### src/rtl/casr_pkg.sv
// Shared types and constants for the cellular-automaton PRNG.
package casr_pkg;

  typedef enum logic {
    GEN  = 1'b0,
    HOLD = 1'b1
  } casr_state_e;

  localparam int unsigned CASR_MIN_WIDTH     = 4;
  localparam int unsigned CASR_MAX_WIDTH     = 64;
  localparam int unsigned CASR_MAX_STEPS     = 16;
  localparam int unsigned CASR_DEFAULT_WIDTH = 32;
  localparam int unsigned CASR_DEFAULT_STEPS = 1;

  localparam logic [CASR_MAX_WIDTH-1:0] CASR_DEFAULT_SEED = 64'h0000_0000_0000_0001;
  localparam logic [CASR_MAX_WIDTH-1:0] CASR_DEFAULT_MASK = 64'h0000_0000_0020_0000;

endpackage

### src/rtl/casr_prng_gen_next_state.sv
// One combinational rule-90/150 update of the CA with null (zero) boundaries.
module casr_next_state
  import casr_pkg::*;
#(
  parameter int unsigned       WIDTH        = CASR_DEFAULT_WIDTH,
  parameter logic [WIDTH-1:0]  RULE150_MASK = WIDTH'(CASR_DEFAULT_MASK)
) (
  input  logic [WIDTH-1:0] state,
  output logic [WIDTH-1:0] state_next
);

  // padded[i] is s[i-1], padded[i+2] is s[i+1]; the end bits are the null cells
  logic [WIDTH+1:0] padded;
  assign padded = {1'b0, state, 1'b0};

  for (genvar i = 0; i < WIDTH; i++) begin : g_cell
    assign state_next[i] = padded[i] ^ padded[i+2] ^ (RULE150_MASK[i] & state[i]);
  end

endmodule

### src/rtl/casr_prng_gen.sv
// Parametrised CA PRNG with seed load and valid/ready output.
// Optional all-zero lockup recovery enabled by defining CASR_LOCKUP_RECOVER_EN.
module casr_prng_gen
  import casr_pkg::*;
#(
  parameter int unsigned       WIDTH        = CASR_DEFAULT_WIDTH,
  parameter logic [WIDTH-1:0]  RULE150_MASK = WIDTH'(CASR_DEFAULT_MASK),
  parameter logic [WIDTH-1:0]  SEED         = WIDTH'(CASR_DEFAULT_SEED),
  parameter int unsigned       STEPS        = CASR_DEFAULT_STEPS
) (
  input  logic             clock,
  input  logic             reset,
  input  logic             seed_load,
  input  logic [WIDTH-1:0] seed_data,
  output logic             rand_valid,
  input  logic             rand_ready,
  output logic [WIDTH-1:0] rand_data,
  output logic             lockup_pulse
);

  localparam int unsigned      CNT_W = $clog2(STEPS + 1);
  localparam logic [CNT_W-1:0] LAST  = CNT_W'(STEPS - 1);

  if (WIDTH < CASR_MIN_WIDTH || WIDTH > CASR_MAX_WIDTH) begin : g_bad_width
    $error("casr_prng_gen: WIDTH out of range 4..64");
  end
  if (STEPS == 0 || STEPS > CASR_MAX_STEPS) begin : g_bad_steps
    $error("casr_prng_gen: STEPS out of range 1..16");
  end
  if (SEED == '0) begin : g_bad_seed
    $error("casr_prng_gen: SEED must be nonzero");
  end

  logic [WIDTH-1:0] state;
  logic [WIDTH-1:0] state_next;
  logic [WIDTH-1:0] step_value;
  logic             zero_c;
  casr_state_e      fsm;
  logic [CNT_W-1:0] cnt;

  casr_next_state #(
    .WIDTH        (WIDTH),
    .RULE150_MASK (RULE150_MASK)
  ) u_next_state (
    .state      (state),
    .state_next (state_next)
  );

`ifdef CASR_LOCKUP_RECOVER_EN
  assign zero_c = (state == '0);
`else
  assign zero_c = 1'b0;
  assign lockup_pulse = 1'b0;
`endif

  // A zero state is replaced by SEED, still consuming one step
  assign step_value = zero_c ? SEED : state_next;

  // seed_load takes priority over both stepping and the handshake
  always_ff @(posedge clock) begin
    if (reset) begin
      state      <= SEED;
      fsm        <= GEN;
      cnt        <= '0;
      rand_valid <= 1'b0;
`ifdef CASR_LOCKUP_RECOVER_EN
      lockup_pulse <= 1'b0;
`endif
    end else begin
`ifdef CASR_LOCKUP_RECOVER_EN
      lockup_pulse <= 1'b0;
`endif
      if (seed_load) begin
        state      <= seed_data;
        fsm        <= GEN;
        cnt        <= '0;
        rand_valid <= 1'b0;
      end else begin
        case (fsm)
          GEN: begin
            state <= step_value;
`ifdef CASR_LOCKUP_RECOVER_EN
            lockup_pulse <= zero_c;
`endif
            if (cnt == LAST) begin
              fsm        <= HOLD;
              cnt        <= '0;
              rand_valid <= 1'b1;
            end else begin
              cnt <= cnt + CNT_W'(1);
            end
          end
          HOLD: begin
            if (rand_ready) begin
              fsm        <= GEN;
              cnt        <= '0;
              rand_valid <= 1'b0;
            end
          end
          default: fsm <= GEN;
        endcase
      end
    end
  end

  assign rand_data = state;

  logic unused_ok;
  assign unused_ok = ^zero_c;

endmodule

### config.mk
export PLATFORM = sky130hd
export DESIGN_NAME = casr_prng_gen
export DESIGN_NICKNAME = d
export VERILOG_FILES = /design/src/rtl/casr_pkg.sv /design/src/rtl/casr_prng_gen_next_state.sv /design/src/rtl/casr_prng_gen.sv
export SDC_FILE = /design/constraint.sdc
export NUM_CORES = 1
export LEC_CHECK = 0
export BUFFER_PORTS_ARGS = -buffer_cell sky130_fd_sc_hd__buf_2
export CORE_MARGIN = 1.5
export CORE_UTILIZATION = 52
export DETAILED_ROUTE_END_ITERATION = 7
export PLACE_DENSITY = 0.84
export SLEW_MARGIN = 5
export SYNTH_ARGS = -nofsm -noshare
export SYNTH_HDL_FRONTEND = slang
export SYNTH_SLANG_ARGS = --single-unit
### constraint.sdc
create_clock -name clock -period 2.69 [get_ports clock]
set_input_delay 0.269 -clock clock [delete_from_list [all_inputs] [get_ports clock]]
set_output_delay 0.269 -clock clock [all_outputs]
set_load 0.03 [all_outputs]
==> results.json <==
{
  "status": "finished clean",
  "met1_usage_pct": 28.5,
  "ys_types": 26,
  "dpl.cell_count": 312,
  "grt-ovfl-total": 0,
  "total_leakage_power_uw": 0.00111,
  "async_flop_share_pct": 0,
  "grt_use_met3_pct": 4.89,
  "hold_start": "rand_ready",
  "worstPathRequired_ns": 2.95,
  "yosys.area.top_type": "dfxtp_1",
  "clk_path_buf_depth": 2,
  "slew_headroom_pct": 56.9,
  "start_kind": "flip-flop",
  "cp_max_fo": 41,
  "synthFlopType": "dfxtp_1",
  "start_util_pct": 54.4,
  "cp-end-kind": "flip-flop",
  "rsz0062_at_grt": "no",
  "stdcell_count": 320,
  "cap_violations": 0,
  "synth-seq-cells": 34,
  "syn_inst": 214,
  "yosysSeqAreaShare_pct": 37.2,
  "cts_sinks": 34,
  "startpoint": "fsm",
  "met2_usage_pct": 32.9,
  "routed_wl_um": 3960,
  "drt_first_pass_iters": 4,
  "grt_max_degree": 42,
  "nFillCells": 327,
  "powerDensity_mw_per_mm2": 582,
  "finalSetupViolCount": 0,
  "portBuffers": 68,
  "syn-cell-area_mm2": 0.00183,
  "syn_avg_cell_area_um2": 8.54,
  "synthTopCellsByArea": "dfxtp_1 37%, xor2_1 14%, o32ai_1 11%",
  "cts-root-buf": "clkbuf_4",
  "die-area_mm2": 0.00388,
  "h-tree-depth": 2,
  "die_y_um": 62.3,
  "period_share_pct": 57.2,
  "via_count": 1648,
  "io_pins": 70,
  "core_region_area_mm2": 0.00336,
  "grt_first_pass_wirelength_um": 6650,
  "post_cts_resized": 0,
  "drive_gt1_share_pct": 30.3,
  "syn2layout_area_growth_pct": 19.8,
  "yosys.area.top_type_share_pct": 37.2,
  "syn-num-nets": 250,
  "cts_setup_buffers": 0,
  "globalplace.congestion": 0.785,
  "final_hold_viol_count": 0,
  "crit_type": "flip-flop to flip-flop",
  "max_freq_mhz": 649,
  "rows": 21,
  "die_x_um": 62.3,
  "cts_buffers": 5,
  "ctsHoldBuffers": 0,
  "synth_edf_count": 0,
  "postRouteAntennaNets": 0,
  "grtUsageTotal_pct": 21.3,
  "drtIter0Drc": 125,
  "holdWs_ns": 0.0952,
  "hp-class": "input pin to flip-flop",
  "ys_warn_count": 0,
  "finalSetupTns_ns": 0,
  "nNetsFinal": 309,
  "drv_slew": 0,
  "r2r_setup_slack_ns": 1.15,
  "endpoint": "rand_data[10]",
  "clk_pin_slew_worst_paths_ns": 0.10,
  "r2r-start": "fsm",
  "r2r_end": "rand_data[10]",
  "routedWlPerCell_um": 12.4,
  "clk_latency_ns": 0.35,
  "top_usage_layer": "met2",
  "antenna_found_initial": 0,
  "dp_hpwl_um": 2710,
  "tightest_slew_ns": 0.646,
  "reg2reg_depth": 3,
  "grt_pass1_vias": 1448,
  "fin_crit_ns": 1.54,
  "finClkSkew_ns": 0.0103,
  "ir_worst_vdd_mv": 0.403,
  "drc": 0,
  "worstPathArrival_ns": 1.80,
  "tritoncts": "yes",
  "viasPerCell": 5.15,
  "diodes": 0
}
## synthesized netlist by cell type (2+ instances only)
cell	count
buf_4	3
mux2i_1	2
buf_2	6
inv_1	2
buf_6	3
dfxtp_1	34
nor2b_1	30
mux2_2	2
o32ai_1	23
nor2_1	30
o31ai_1	5
clkbuf_1	4
nand2_1	29
xor2_1	29
## cell type report
| class | instances | area (µm²) | area share, % |
|---|---|---|---|
| Inverter | 2 | 7.51 | 0.343 |
| Sequential cell | 34 | 682 | 31.1 |
| Multi-Input combinational cell | 161 | 1030 | 47.3 |
| Timing Repair Buffer | 69 | 348 | 15.9 |
| Clock inverter | 1 | 5.00 | 0.229 |
| Tap cell | 46 | 57.6 | 2.63 |
| Clock buffer | 7 | 55.1 | 2.51 |
## state kept, by name, summed over array words and instances, names as in the netlist
name,count
rand_valid,1
fsm,1
rand_data,32
## worst min path at each step
stage / depth (start not counted) / to
2_1_floorplan: 1 / fsm
3_3_place_gp: 2 / rand_valid
3_5_place_dp: 2 / rand_valid
4_1_cts: 2 / fsm
5_1_grt: 2 / fsm
6_report: 2 / fsm
## power breakdown
group / internal (µW) / total [µW] / switching, µW
combinational: 143 / 352 / 209
sequential: 551 / 622 / 70.6
clock: 127 / 301 / 174
## critical path, cell delays in order, from the launching register on
cell	delay, ns
dfxtp_2	0.76
buf_4	0.34
nor2_1	0.08
o32ai_1	0.26
## cell families after synthesis
group	synth area share, %
and+or+nand+nor	23.5
AOI/OAI and AO/OA	16.2
DFF	37.2
xor gates and xnor gates	14.4
buffers and inverters	6.16
muxes	2.33
other	0.205
## layer usage
layer	vias to the layer above	routed length [µm]
met3	7	284
met2	65	1770
met1	740	1840
met4	0	58
li1	836	-
met5	-	0
## metrics by stage
step | utilization [%] | instance area [µm²] | power, µW | setup WS, ns
after global routing | 65.1 | 2190 | 1350 | 0.990
after floorplan | - | 1830 | 890 | 1.50
final | 65.1 | 2190 | 1270 | 1.15
after CTS | 65.1 | 2190 | 1280 | 1.16
after detailed placement | 63.3 | 2130 | 985 | 1.15
after global placement | 63.3 | 2130 | 979 | 1.18
## placed cells by master, fill, tap and decap left out, types with 2 or more instances in the layout
master	synthesis	final
buf_2	6	68
clkbuf_4	0	5
dfxtp_1	34	33
inv_1	2	2
mux2_2	2	2
mux2i_1	2	2
nand2_1	29	29
nor2_1	30	30
nor2b_1	30	30
o31ai_1	5	5
o32ai_1	23	23
xor2_1	29	29
Power figures use the tool's default switching activity.
